`src/rtl/sched_pkg.sv`:
```
// Shared types and helpers for the daily activity sequencer.
// Phase encodings double as the status code driven to the datapath.
package sched_pkg;

    typedef enum logic [1:0] {
        SLEEP   = 2'b00,
        CLASS   = 2'b01,
        STUDY   = 2'b10,
        MEETING = 2'b11
    } phase_e;

    localparam int DWELL_RST = 1;

    function automatic phase_e next_phase(phase_e p);
        phase_e n;
        case (p)
            SLEEP:   n = CLASS;
            CLASS:   n = STUDY;
            STUDY:   n = MEETING;
            default: n = SLEEP;
        endcase
        return n;
    endfunction

endpackage

```
`src/rtl/day_scheduler_if.sv`:
```
// Control/status bundle between the scheduler and its host.
// master drives schedule controls; slave is the scheduler itself.
interface day_scheduler_if #(
    parameter int CNT_W = 8,
    parameter int DAY_W = 8
) ();
    logic             hold;
    logic             cfg_we;
    logic [1:0]       cfg_sel;
    logic [CNT_W-1:0] cfg_data;
    logic             mtg_req;
    logic             mtg_ack;
    logic [1:0]       status;
    logic             home;
    logic [DAY_W-1:0] day_cnt;

    modport master (
        output hold, cfg_we, cfg_sel, cfg_data, mtg_req,
        input  mtg_ack, status, home, day_cnt
    );

    modport slave (
        input  hold, cfg_we, cfg_sel, cfg_data, mtg_req,
        output mtg_ack, status, home, day_cnt
    );
endinterface

```
`src/rtl/dwell_timer.sv`:
```
// Phase dwell counter with clear/enable and terminal compare.
// A zero limit behaves as a one-cycle dwell.
module dwell_timer #(
    parameter int CNT_W = 8
) (
    input  logic             clk,
    input  logic             rst,
    input  logic             clr_i,
    input  logic             en_i,
    input  logic [CNT_W-1:0] limit_i,
    output logic             done_o
);
    logic [CNT_W-1:0] cnt_q;
    logic [CNT_W-1:0] cnt_d;
    logic [CNT_W-1:0] eff;

    assign eff    = (limit_i == '0) ? CNT_W'(1) : limit_i;
    // >= so that a dwell shrunk below the elapsed time ends at once
    assign done_o = (cnt_q >= eff - CNT_W'(1));

    always_comb begin
        cnt_d = cnt_q;
        if (clr_i)
            cnt_d = '0;
        else if (en_i)
            cnt_d = cnt_q + CNT_W'(1);
    end

    always_ff @(posedge clk) begin
        if (rst)
            cnt_q <= '0;
        else
            cnt_q <= cnt_d;
    end
endmodule

```
`src/rtl/day_scheduler.sv`:
```
// Four-phase daily sequencer with meeting preemption and hold.
// All outputs come straight from flops.
module day_scheduler
    import sched_pkg::*;
#(
    parameter int CNT_W = 8,
    parameter int DAY_W = 8
) (
    input logic           clk,
    input logic           rst,
    day_scheduler_if.slave bus
);
    phase_e           phase_q, phase_d;
    logic [DAY_W-1:0] day_q, day_d;
    logic             ack_q, ack_d;
    logic             home_q;
    logic [CNT_W-1:0] dwell_q [4];
    logic             clr, en, done;

    dwell_timer #(.CNT_W(CNT_W)) u_timer (
        .clk     (clk),
        .rst     (rst),
        .clr_i   (clr),
        .en_i    (en),
        .limit_i (dwell_q[phase_q]),
        .done_o  (done)
    );

    // Preemption outranks timeout; both share the ack rule
    always_comb begin
        phase_d = phase_q;
        day_d   = day_q;
        ack_d   = 1'b0;
        clr     = 1'b0;
        en      = 1'b0;
        if (!bus.hold) begin
            en = 1'b1;
            if (phase_q == STUDY && bus.mtg_req) begin
                phase_d = MEETING;
                clr     = 1'b1;
                ack_d   = 1'b1;
            end else if (done) begin
                phase_d = next_phase(phase_q);
                clr     = 1'b1;
                if (phase_q == MEETING)
                    day_d = day_q + DAY_W'(1);
            end
        end
    end

    always_ff @(posedge clk) begin
        if (rst) begin
            phase_q <= SLEEP;
            day_q   <= '0;
            ack_q   <= 1'b0;
            home_q  <= 1'b1;
        end else begin
            phase_q <= phase_d;
            day_q   <= day_d;
            ack_q   <= ack_d;
            home_q  <= (phase_d == SLEEP);
        end
    end

    always_ff @(posedge clk) begin
        if (rst) begin
            for (int i = 0; i < 4; i++)
                dwell_q[i] <= CNT_W'(DWELL_RST);
        end else if (bus.cfg_we) begin
            dwell_q[bus.cfg_sel] <= bus.cfg_data;
        end
    end

    assign bus.status  = phase_q;
    assign bus.home    = home_q;
    assign bus.mtg_ack = ack_q;
    assign bus.day_cnt = day_q;
endmodule

```
`src/flat_wrapper.sv`:
```
// flat-port wrapper written by rule: the top's interface ports become plain ports
module day_scheduler_flat import sched_pkg::*;
#(
    parameter int CNT_W = 8,
    parameter int DAY_W = 8
)
  (clk, rst, bus_hold, bus_cfg_we, bus_cfg_sel, bus_cfg_data, bus_mtg_req, bus_mtg_ack, bus_status, bus_home, bus_day_cnt);
  day_scheduler_if #(.CNT_W(CNT_W), .DAY_W(DAY_W)) bus_i ();
  input logic clk;
  input logic rst;
  input wire logic [$bits(bus_i.hold)-1:0] bus_hold;
  input wire logic [$bits(bus_i.cfg_we)-1:0] bus_cfg_we;
  input wire logic [$bits(bus_i.cfg_sel)-1:0] bus_cfg_sel;
  input wire logic [$bits(bus_i.cfg_data)-1:0] bus_cfg_data;
  input wire logic [$bits(bus_i.mtg_req)-1:0] bus_mtg_req;
  output wire logic [$bits(bus_i.mtg_ack)-1:0] bus_mtg_ack;
  output wire logic [$bits(bus_i.status)-1:0] bus_status;
  output wire logic [$bits(bus_i.home)-1:0] bus_home;
  output wire logic [$bits(bus_i.day_cnt)-1:0] bus_day_cnt;
  assign bus_i.hold = bus_hold;
  assign bus_i.cfg_we = bus_cfg_we;
  assign bus_i.cfg_sel = bus_cfg_sel;
  assign bus_i.cfg_data = bus_cfg_data;
  assign bus_i.mtg_req = bus_mtg_req;
  assign bus_mtg_ack = bus_i.mtg_ack;
  assign bus_status = bus_i.status;
  assign bus_home = bus_i.home;
  assign bus_day_cnt = bus_i.day_cnt;
  day_scheduler #(.CNT_W(CNT_W), .DAY_W(DAY_W)) u_core (.clk(clk), .rst(rst), .bus(bus_i));
endmodule
```
`config.mk`:
```
export PLATFORM = sky130hd
export DESIGN_NAME = day_scheduler_flat
export DESIGN_NICKNAME = d
export VERILOG_FILES = /design/src/rtl/sched_pkg.sv /design/src/rtl/day_scheduler_if.sv /design/src/rtl/dwell_timer.sv /design/src/rtl/day_scheduler.sv /design/src/flat_wrapper.sv
export SDC_FILE = /design/constraint.sdc
export NUM_CORES = 1
export LEC_CHECK = 0
export CORE_MARGIN = 5
export CORE_UTILIZATION = 35
export CTS_CLUSTER_SIZE = 10
export DETAILED_ROUTE_END_ITERATION = 10
export PLACE_DENSITY = 0.53
export SLEW_MARGIN = 15
export SYNTH_ARGS = -nofsm -noshare
export SYNTH_HDL_FRONTEND = slang
export SYNTH_SLANG_ARGS = --single-unit
```
`constraint.sdc`:
```
create_clock -name clk -period 3.35 [get_ports clk]
set_clock_uncertainty 0.1 [all_clocks]
set_input_delay 0.67 -clock clk [delete_from_list [all_inputs] [get_ports clk]]
set_output_delay 0.67 -clock clk [all_outputs]
set_load 0.03 [all_outputs]
```
==> metrics.txt <==
Clk Tree Root Cell=clkbuf_8; crit end category=register; Tcrit/Tclk final=104%; die height=98.4 um; most area-hungry cell type in the Yosys netlist=edfxtp_1; # rows=32; delay of the slowest critical-path stage=between 500 and 600 ps; EDFF count, synth=32; Final Setup Violations=10; PwrDens=~360 nW/um^2; hold buffer count at CTS=0; count of endpoints failing hold in the final timing report=0; via count of the first global-routing pass=between 1,500 and 2,000; Netlist Area Pre-Place=roughly 2700 um^2; number of synthesized register bits=52; Port Buffers=26; wire length of the first global-routing pass=between 9000 and 10,000 um; violation count after the first detailed-routing iteration=36; ys async rst share=0%; most frequent cells after synthesis=32 x edfxtp_1, 28 x and2_1, 20 x dfxtp_1; CTS H-tree lvls=2; diode insertion count for antenna repair=0; Final Max Slew Viols=0; Antenna Violating Nets Remaining=0; mean post-synth cell area=about 12 um^2; number of ports placed on the die boundary=27; category of the most critical setup path=register to register; maximum number of pins on one net before global-route repair=20; Unique masters post-synth=44; total congestion overflow=0; 1st-pass router iterations=4; Slew @ Worst Pin=572 ps; buffers from clock root to sink, at most=2; horizontal die dimension=between 90 and 100 um; portion of the post-synthesis area used by sequential elements=between 40 and 50%; fraction of layout cells with a size suffix above 1=31.4%; number of instances in the synthesized netlist=231; Final Non-Filler Cells=about 400; top cell type's share of synthesized area=a little over a third; largest cells by area after synthesis=edfxtp_1 35%, dfxtp_1 15%, mux4_2 6.6%; number of nets in the synthesized netlist=260; HPWL after detailed placement=just over 4000 um; yosys synthesis warning count=0; routed wire length=6040 um; clock buffers created by TritonCTS=5; reported max-cap violation count=0; slowest CP cell=mux4_2; # placed instances=around 380; signal arrival time at the worst endpoint=roughly 3600 ps; run status=finished with violations; TritonCTS clock tree=yes; CP Cell Sequence=buf_6 -> mux4_2 -> nor4_4 -> a31oi_2 -> buf_4 -> ha_4 -> nand2b_4 -> a2111o_1 -> buf_4 -> a21oi_4 -> nor4_4 -> mux2_4; placer congestion estimate=~0.73; nets=321; required time reported for the critical path endpoint=~3500 ps; critical path peak fanout=5; Fillers=719; clock sink count=52; vias after detailed routing=1,949; post-route minimum period=roughly 3500 ps; Main synth FF type=edfxtp_1; Leakage=roughly 0.0013 uW; Clk pin slew, worst setup/hold paths=100 ps; initial core utilization=~36%; violated checks=negative setup slack; clock network latency to the later pin of the worst-skew pair=between 300 and 400 ps; worst slew margin relative to its limit=between 60% and 70%; Design Power=approximately 1300 uW; Total GRT Usage=12.6%; top-count cell post-synth=edfxtp_1; maximum clock rate=approximately 290 MHz; Floorplan Core Area=~7700 um^2; detailed-route DRC error count=0; Die Outline Area=9680 um^2; HP Class=register to register; RSZ-0062 raised after global routing=yes; element type at the critical path start=register; IR Drop Worst-Case VDD=~0.00023 V; final worst setup slack=-123 ps; area growth from synthesis to layout=32.8%; Via-to-Cell Ratio=about 4.9; wire length per cell after detailed routing=roughly 15 um; number of antenna violations at the first check in global routing=0
==> layout by cell type, fill, tap and decap left out, types with 4 or more instances in the layout <==
cell type        Yosys  routed
a21oi_1             12       7
a21oi_2              0       5
and2_1              28      28
buf_4                0      28
buf_6                2       6
clkbuf_8             0       5
clkdlybuf4s50_1      0      26
dfxtp_1             20      18
edfxtp_1            32      32
ha_1                14      11
inv_1                7       7
mux4_2               8       8
nand2_1              9       7
nand2b_1             6       5
nand3_1              7       6
nand4_1              4       4
nor2_1              14       9
nor2_2               1       6
nor2b_1              5       5
o31ai_1              4       4
or2_2                4       4
xor2_1               6       6
==> flip-flops by register name (all words and copies together), names as in the netlist <==
name,cells
u_core.bus.mtg_ack,1
u_core.bus.home,1
u_core.bus.day_cnt,8
u_core.bus.status,2
u_core.dwell_q,32
u_core.u_timer.cnt_q,8
==> path summary, 6_finish.rpt <==
| path | endpoint | depth (start not counted) | slack (ps) | start |
|---|---|---|---|---|
| max | u_core.bus.day_cnt[6] | 12 | -120 | u_core.bus.status[0] |
| min | u_core.bus.day_cnt[7] | 2 | 380 | u_core.bus.day_cnt[7] |
| max reg2reg | u_core.bus.day_cnt[6] | 12 | -120 | u_core.bus.status[0] |
| min reg2reg | u_core.bus.day_cnt[7] | 2 | 380 | u_core.bus.day_cnt[7] |
==> worst max-delay path: cells and delay by family (launching register included) <==
| family | cells | cell delay (ps) |
|---|---|---|
| flops | 1 | 380 |
| mux | 2 | 840 |
| fa+ha+maj | 1 | 200 |
| buf+inv | 3 | 460 |
| simple gates | 3 | 510 |
| compound gates | 3 | 880 |
==> layout make-up <==
class / instances / area, um^2 / area share (%)
Sequential cell: 52 / 1370 / 37.6
Clock buffer: 5 / 68.8 / 1.90
Tap cell: 102 / 128 / 3.52
Clock inverter: 3 / 25.0 / 0.689
Inverter: 7 / 26.3 / 0.724
Multi-Input combinational cell: 166 / 1480 / 40.7
Timing Repair Buffer: 60 / 538 / 14.8
==> layer usage <==
| layer | wire length, um | part of all wire [%] | vias up | global-route usage [%] |
|---|---|---|---|---|
| li1 | - | - | 971 | - |
| met1 | 2750 | 45 | 954 | 15.9 |
| met2 | 3090 | 51 | 22 | 21.4 |
| met3 | 170 | 2.8 | 2 | 3.29 |
| met4 | 33 | 0.55 | 0 | 3.47 |
| met5 | 0 | 0 | - | 0 |
==> what timing repair did <==
| item | in CTS | in global routing |
|---|---|---|
| endpoints found under the hold margin | 0 | 0 |
| setup endpoints to repair | 18 | 19 |
| gates resized for setup | 13 | 19 |
| setup buffers | 6 | 5 |
| cloned | 0 | 1 |
| pin swaps | 7 | 19 |
==> power by group <==
part           total [uW]  internal, uW  switching (uW)
Combinational         209           107             102
Clock                 387           153             234
Sequential            724           711            12.9
==> per-stage QoR <==
stage               cell area (um^2)  TNS, ps  utilization (%)  setup WS (ps)  hold WS [ps]
global route                    3630    -3690             47.2           -256           406
floorplan                       2770     -203                -           -130           375
CTS                             3500     -647             45.5           -104           387
finish                          3630     -644             47.2           -123           382
global placement                3280     -255             42.7           -131           365
detailed placement              3280     -436             42.7          -95.7           371
==> logic make-up (layout without fill, tap and decap cells) <==
kind of cell	count (synthesis)	in the layout	synth area share (%)
AOI/OAI and AO/OA	37	38	10.2
xor gates and xnor gates	9	9	2.88
DFF	52	52	49.8
buffers and inverters	14	75	2.61
and+or+nand+nor	94	94	20.1
muxes	11	11	8.05
adders and majority gates	14	14	6.41
Note: power is estimated with default switching activity, not from simulation.
